<file path="src/rtl/bird_position_if.sv">
// Handshake bundle between the frame controller and bird_position.
// master drives start/tick/velocity and observes row/crash/running/airtime;
// slave is the bird_position side. No clock is carried; clk/rst stay plain ports.
interface bird_position_if #(
  parameter int ROWS = 16
);
  localparam int RW = $clog2(ROWS);

  logic          start;     // one-cycle run launch / relaunch
  logic          tick;      // one-cycle frame enable
  logic [2:0]    velocity;  // signed rows per update, positive = upward
  logic [RW-1:0] row;       // current bird row, 0 = ceiling
  logic          crash;     // high while crashed
  logic          running;   // high while flying
  logic [7:0]    airtime;   // saturating count of completed updates

  modport master (
    output start, tick, velocity,
    input  row, crash, running, airtime
  );

  modport slave (
    input  start, tick, velocity,
    output row, crash, running, airtime
  );
endinterface

</file>
<file path="src/rtl/bird_position.sv">
// Purpose: integrates signed per-frame velocity into a playfield row, detects
//          floor/ceiling crashes, and counts completed position updates.
// Latency: 1 cycle from start/tick edge to registered outputs; no backpressure
//          (tick and start are single-cycle enables, accepted every cycle).
// Ports:   CLK, RST_N (async active-low); bus (slave): start, tick, velocity in;
//          row, crash, running, airtime out.
module bird_position #(
  parameter int ROWS       = 16,
  parameter int START_ROW  = 8,
  parameter int UPDATE_DIV = 1
) (
  input  logic             CLK,
  input  logic             RST_N,
  bird_position_if.slave   bus
);

  localparam int RW = $clog2(ROWS);
  // Two guard bits: one absorbs the +4 overshoot past the floor, one is the sign.
  localparam int NW = RW + 2;

  localparam logic [RW-1:0]        START_V  = RW'(START_ROW);
  localparam logic [RW-1:0]        ROW_MAX  = RW'(ROWS - 1);
  localparam logic signed [NW-1:0] NEXT_MAX = NW'(ROWS - 1);
  localparam logic [3:0]           DIV_LAST = 4'(UPDATE_DIV - 1);

  typedef enum logic [1:0] {
    IDLE  = 2'd0,
    FLY   = 2'd1,
    CRASH = 2'd2
  } state_t;

  state_t        state_q,   state_d;
  logic [RW-1:0] row_q,     row_d;
  logic [7:0]    airtime_q, airtime_d;
  logic [3:0]    div_q,     div_d;
  logic          crash_q,   crash_d;
  logic          running_q, running_d;

  logic signed [NW-1:0] vel_ext;
  logic signed [NW-1:0] next_row;

  always_comb begin
    state_d   = state_q;
    row_d     = row_q;
    airtime_d = airtime_q;
    div_d     = div_q;

    vel_ext  = {{(NW-3){bus.velocity[2]}}, bus.velocity};
    // Upward velocity moves toward row 0, so it is subtracted.
    next_row = $signed({2'b00, row_q}) - vel_ext;

    if (bus.start) begin
      // start takes priority over a coincident tick, which is dropped.
      state_d   = FLY;
      row_d     = START_V;
      airtime_d = 8'd0;
      div_d     = 4'd0;
    end else if (state_q == FLY && bus.tick) begin
      if (div_q == DIV_LAST) begin
        div_d = 4'd0;
        if (next_row[NW-1]) begin
          row_d   = '0;
          state_d = CRASH;
        end else if (next_row > NEXT_MAX) begin
          row_d   = ROW_MAX;
          state_d = CRASH;
        end else begin
          row_d = next_row[RW-1:0];
          if (airtime_q != 8'hFF) begin
            airtime_d = airtime_q + 8'd1;
          end
        end
      end else begin
        div_d = div_q + 4'd1;
      end
    end

    crash_d   = (state_d == CRASH);
    running_d = (state_d == FLY);
  end

  always_ff @(posedge CLK or negedge RST_N) begin
    if (!RST_N) begin
      state_q   <= IDLE;
      row_q     <= START_V;
      airtime_q <= 8'd0;
      div_q     <= 4'd0;
      crash_q   <= 1'b0;
      running_q <= 1'b0;
    end else begin
      state_q   <= state_d;
      row_q     <= row_d;
      airtime_q <= airtime_d;
      div_q     <= div_d;
      crash_q   <= crash_d;
      running_q <= running_d;
    end
  end

  assign bus.row     = row_q;
  assign bus.crash   = crash_q;
  assign bus.running = running_q;
  assign bus.airtime = airtime_q;

endmodule

</file>
<file path="src/flat_wrapper.sv">
// flat-port wrapper written by rule: the top's interface ports become plain ports
module bird_position_flat 
#(
  parameter int ROWS       = 16,
  parameter int START_ROW  = 8,
  parameter int UPDATE_DIV = 1
)
  (CLK, RST_N, bus_start, bus_tick, bus_velocity, bus_row, bus_crash, bus_running, bus_airtime);
  bird_position_if #(.ROWS(ROWS)) bus_i ();
  input  logic CLK;
  input  logic RST_N;
  input wire logic [$bits(bus_i.start)-1:0] bus_start;
  input wire logic [$bits(bus_i.tick)-1:0] bus_tick;
  input wire logic [$bits(bus_i.velocity)-1:0] bus_velocity;
  output wire logic [$bits(bus_i.row)-1:0] bus_row;
  output wire logic [$bits(bus_i.crash)-1:0] bus_crash;
  output wire logic [$bits(bus_i.running)-1:0] bus_running;
  output wire logic [$bits(bus_i.airtime)-1:0] bus_airtime;
  assign bus_i.start = bus_start;
  assign bus_i.tick = bus_tick;
  assign bus_i.velocity = bus_velocity;
  assign bus_row = bus_i.row;
  assign bus_crash = bus_i.crash;
  assign bus_running = bus_i.running;
  assign bus_airtime = bus_i.airtime;
  bird_position #(.ROWS(ROWS), .START_ROW(START_ROW), .UPDATE_DIV(UPDATE_DIV)) u_core (.CLK(CLK), .RST_N(RST_N), .bus(bus_i));
endmodule
</file>
<file path="config.mk">
export PLATFORM = sky130hd
export DESIGN_NAME = bird_position_flat
export DESIGN_NICKNAME = d
export VERILOG_FILES = /design/src/rtl/bird_position_if.sv /design/src/rtl/bird_position.sv /design/src/flat_wrapper.sv
export SDC_FILE = /design/constraint.sdc
export NUM_CORES = 1
export LEC_CHECK = 0
export ABC_AREA = 1
export ABC_CLOCK_PERIOD_IN_PS = 1800
export BUFFER_PORTS_ARGS = -buffer_cell sky130_fd_sc_hd__clkbuf_2
export CAP_MARGIN = 5
export CELL_PAD_IN_SITES_DETAIL_PLACEMENT = 0
export CELL_PAD_IN_SITES_GLOBAL_PLACEMENT = 2
export CORE_ASPECT_RATIO = 1.25
export CORE_UTILIZATION = 29
export DETAILED_ROUTE_END_ITERATION = 6
export PLACE_DENSITY_LB_ADDON = 0.1
export SYNTH_ARGS = -nofsm -noshare
export SYNTH_HDL_FRONTEND = slang
export SYNTH_SLANG_ARGS = --single-unit
</file>
<file path="constraint.sdc">
create_clock -name CLK -period 1.8 [get_ports CLK]
set_clock_uncertainty 0.1 [all_clocks]
set_input_delay 0.27 -clock CLK [delete_from_list [all_inputs] [get_ports CLK]]
set_output_delay 0.27 -clock CLK [all_outputs]
set_load 0.03 [all_outputs]
</file>
==> flow_metrics.py <==
metrics = {
    "logic_synthesis": {
        "yosys_warnings": 0,
        "ys_seq_elements": 20,
        "yosys.area.top_type": "dfrtp_1",
        "synthFlopType": "dfrtp_1",
        "yosysUniqueCellTypes": 29,
        "synth_area_sq_mm": 0.00131,
        "ys_seq_area_frac": 0.382,
        "yosysMostFrequentCell": "nand2_1",
        "syn_inst": 164,
        "synth_nets": 180,
        "async_flop_share": 1.00,
        "synth_common_cells": "nand2_1 (37), inv_1 (20), dfrtp_1 (19)",
        "synth_edf_count": 0,
        "synth_top_area_share": 0.362,
        "postSynthAreaPerCell_sq_um": 8.00,
        "synth.area.top_cells": "dfrtp_1 (36%), nand2_1 (11%), ha_1 (7.6%), inv_1 (5.7%), nand3_1 (5.7%)",
    },
    "placed_design": {
        "gp_congestion": 0.751,
        "place_hpwl_um": 2500,
        "port_buffers": 20,
        "dp_cells": 259,
        "place_ws_ns": -0.111,
    },
    "layout": {
        "syn_to_final_growth_pct": 36.7,
        "nets": 224,
        "diodes": 0,
        "multi_input_area_sq_um": 801,
        "regArea_sq_um": 503,
        "drive_gt1_frac": 0.396,
        "final_cells": 265,
        "fill_cells": 447,
    },
    "timing": {
        "worst_pin_slew_ns": 0.522,
        "rsz0062_at_grt": "yes",
        "slew-limit-headroom": 0.652,
        "drv_slew": 0,
        "hold_viol": 0,
        "period_minus_slack_ns": 1.87,
        "fin_ws_ns": -0.0725,
        "min_period_over_period": 1.04,
        "fmax_mhz": 534,
        "setup_viol": 15,
    },
    "grt": {
        "antenna_found_initial": 0,
        "top_usage_layer": "met2",
        "grt_first_pass_wirelength_um": 5510,
        "grt-ovfl-total": 0,
        "grt_use_total": 0.145,
        "gr-usage-met2": 0.259,
        "grt_max_degree": 21,
        "use_met3": 0.0134,
        "grt_pass1_vias": 1169,
        "grt_use_met1": 0.177,
    },
    "route": {
        "first_iter_violations": 27,
        "wl_per_cell_um": 11.8,
        "routed_wirelength_um": 3120,
        "vias": 1193,
        "drc": 0,
        "postRouteAntennaNets": 0,
        "drtPass1Iterations": 4,
        "via_per_inst": 4.50,
    },
    "worst_setup_path": {
        "start_kind": "register",
        "ff2ff_setup_slack_ns": -0.07,
        "worst_ep_required_time_ns": 1.87,
        "rr_worst_depth": 12,
        "r2r_start": "u_core.bus.row[0]",
        "worstPathMaxFanout": 2,
        "setup.worst_path.class": "register to register",
        "cp_data_arrival_time_ns": 1.94,
        "worstReg2RegEnd": "u_core.bus.crash",
        "cp-end-kind": "register",
    },
    "floorplan": {
        "die_w_um": 62.2,
        "io_pins": 21,
        "die-area_sq_mm": 0.00480,
        "rows": 27,
        "start_util": 0.301,
        "coreArea_sq_mm": 0.00436,
        "die_h_um": 77.2,
    },
    "clocking": {
        "clkTransAtPathRegs_ns": 0.08,
        "cts_buffers": 3,
        "cts_root_buffer": "clkbuf_8",
        "clock_path_buffers": 2,
        "cts.sinks": 20,
        "htree_levels": 1,
        "cts_tree": "yes",
        "insertion_delay_ns": 0.26,
    },
    "power": {
        "pwr-share-clk": 0.208,
        "p_int_mw": 1.33,
        "power.share.sequential": 0.280,
        "p_sw_frac": 0.398,
        "power_density_mw_per_mm2": 1230,
        "p_leak_nw": 0.922,
        "combinationalPowerShare": 0.512,
        "p_sw_mw": 0.878,
        "ir_worst_vdd_v": 0.000421,
    },
    "hold_path": {
        "hp-start": "bus_start",
        "min_path_cells": 4,
        "hold_path.class": "primary input to register",
        "holdPathEnd": "u_core.bus.airtime[7]",
    },
    "status": {
        "violations": "negative setup slack",
        "outcome": "complete, but fails checks",
    },
    "flow_run": {
        "cap_violations": 0,
    },
}
-- how the worst max path moves through the flow --
| stage | startpoint | end | slack (ns) | cells after the start |
|---|---|---|---|---|
| final | u_core.bus.row[0] | u_core.bus.crash | -0.07 | 12 |
| after CTS | u_core.bus.row[0] | u_core.bus.crash | -0.08 | 13 |
| after global placement | u_core.bus.row[0] | u_core.bus.crash | -0.09 | 13 |
| after floorplan | u_core.bus.row[0] | u_core.bus.crash | -0.08 | 13 |
| after detailed placement | u_core.bus.row[0] | u_core.bus.crash | -0.11 | 13 |
| after global routing | u_core.bus.row[0] | u_core.bus.airtime[6] | -0.19 | 12 |
-- cell type report --
| type | count | share of cell area |
|---|---|---|
| multi-input cells | 120 | 0.446 |
| well taps | 58 | 0.0404 |
| inverters | 21 | 0.0439 |
| flip-flops and latches | 20 | 0.280 |
| repair buffers | 42 | 0.149 |
| clock buffers | 3 | 0.0230 |
| clock inverters | 1 | 0.0167 |
-- critical path, cell delays in order, from the launching register on --
cell and delay, ns:
dfrtp_2 0.41, inv_2 0.06, ha_4 0.11, inv_2 0.04, fa_2 0.36, nand3_2 0.09
nand4_1 0.10, nand2_2 0.12, nand3_2 0.08, nand2_2 0.11, nand2_2 0.07, nand2_2 0.07
nor2_2 0.04
-- routing by layer --
layer | vias to the layer above | wire [um] | share of wire
li1 | 616 | - | -
met4 | 0 | 41 | 0.013
met1 | 556 | 1370 | 0.44
met3 | 4 | 67 | 0.021
met5 | - | 0 | 0
met2 | 17 | 1640 | 0.53
-- sequential cells by signal (all words and copies together), names as in the netlist --
| name | count |
|---|---|
| u_core.bus.airtime | 8 |
| u_core.bus.row | 4 |
| u_core.div_q | 4 |
| u_core.state_q | 2 |
| u_core.bus.crash | 1 |
| u_core.bus.running | 1 |
-- per-stage QoR --
step	hold slack [ns]	instance area (sq um)	utilization	TNS (ns)	power [mW]
after floorplan	-0.126	1370	-	-0.746	1.32
after global placement	0.176	1680	0.385	-0.614	1.69
after detailed placement	0.180	1680	0.385	-0.956	1.71
after CTS	0.225	1780	0.409	-0.485	2.21
after global routing	0.261	1790	0.412	-2.58	2.38
final	0.226	1790	0.412	-0.582	2.20
-- power by group through the flow --
stage                     logic (mW)  registers (mW)  clock network, mW
after floorplan                0.561           0.758                  0
after global placement          1.06           0.623                  0
after detailed placement        1.08           0.626                  0
after CTS                       1.12           0.619              0.472
after global routing            1.26           0.630              0.491
final                           1.13           0.617              0.458
-- cells in the final DEF, fill, tap and decap left out, types with 2 or more instances in the layout --
cell type and instances:
ha_4 3, nand3_2 5, nand3_1 12, xnor2_1 2
nor2_2 5, inv_2 3, buf_4 21, nand4_1 5
and3_1 2, clkbuf_2 20, nand2_2 12, nand2_1 30
nor2_1 11, o21ai_1 4, nor3_1 2, o21ai_0 3
ha_1 5, a21oi_1 3, dfrtp_1 18, clkbuf_8 3
inv_1 18, xor2_1 6
-- repair_timing --
item | CTS | global route
gates resized for setup | 6 | 5
pin swaps | 4 | 10
hold buffers | 1 | 0
hold endpoints to repair | 19 | 0
endpoints found under the setup margin | 15 | 16
buffers inserted | 1 | 0
-- kinds of logic (layout without fill, tap and decap cells) --
kind of cell	Yosys count	after routing	synth area share
adders and majority gates	9	9	0.0915
xor gates and xnor gates	8	8	0.0534
AOI/OAI and AO/OA	14	14	0.0648
buffers and inverters	24	67	0.0715
DFF	20	20	0.382
and+or+nand+nor	89	89	0.337
(Power assumes the default switching activity.)
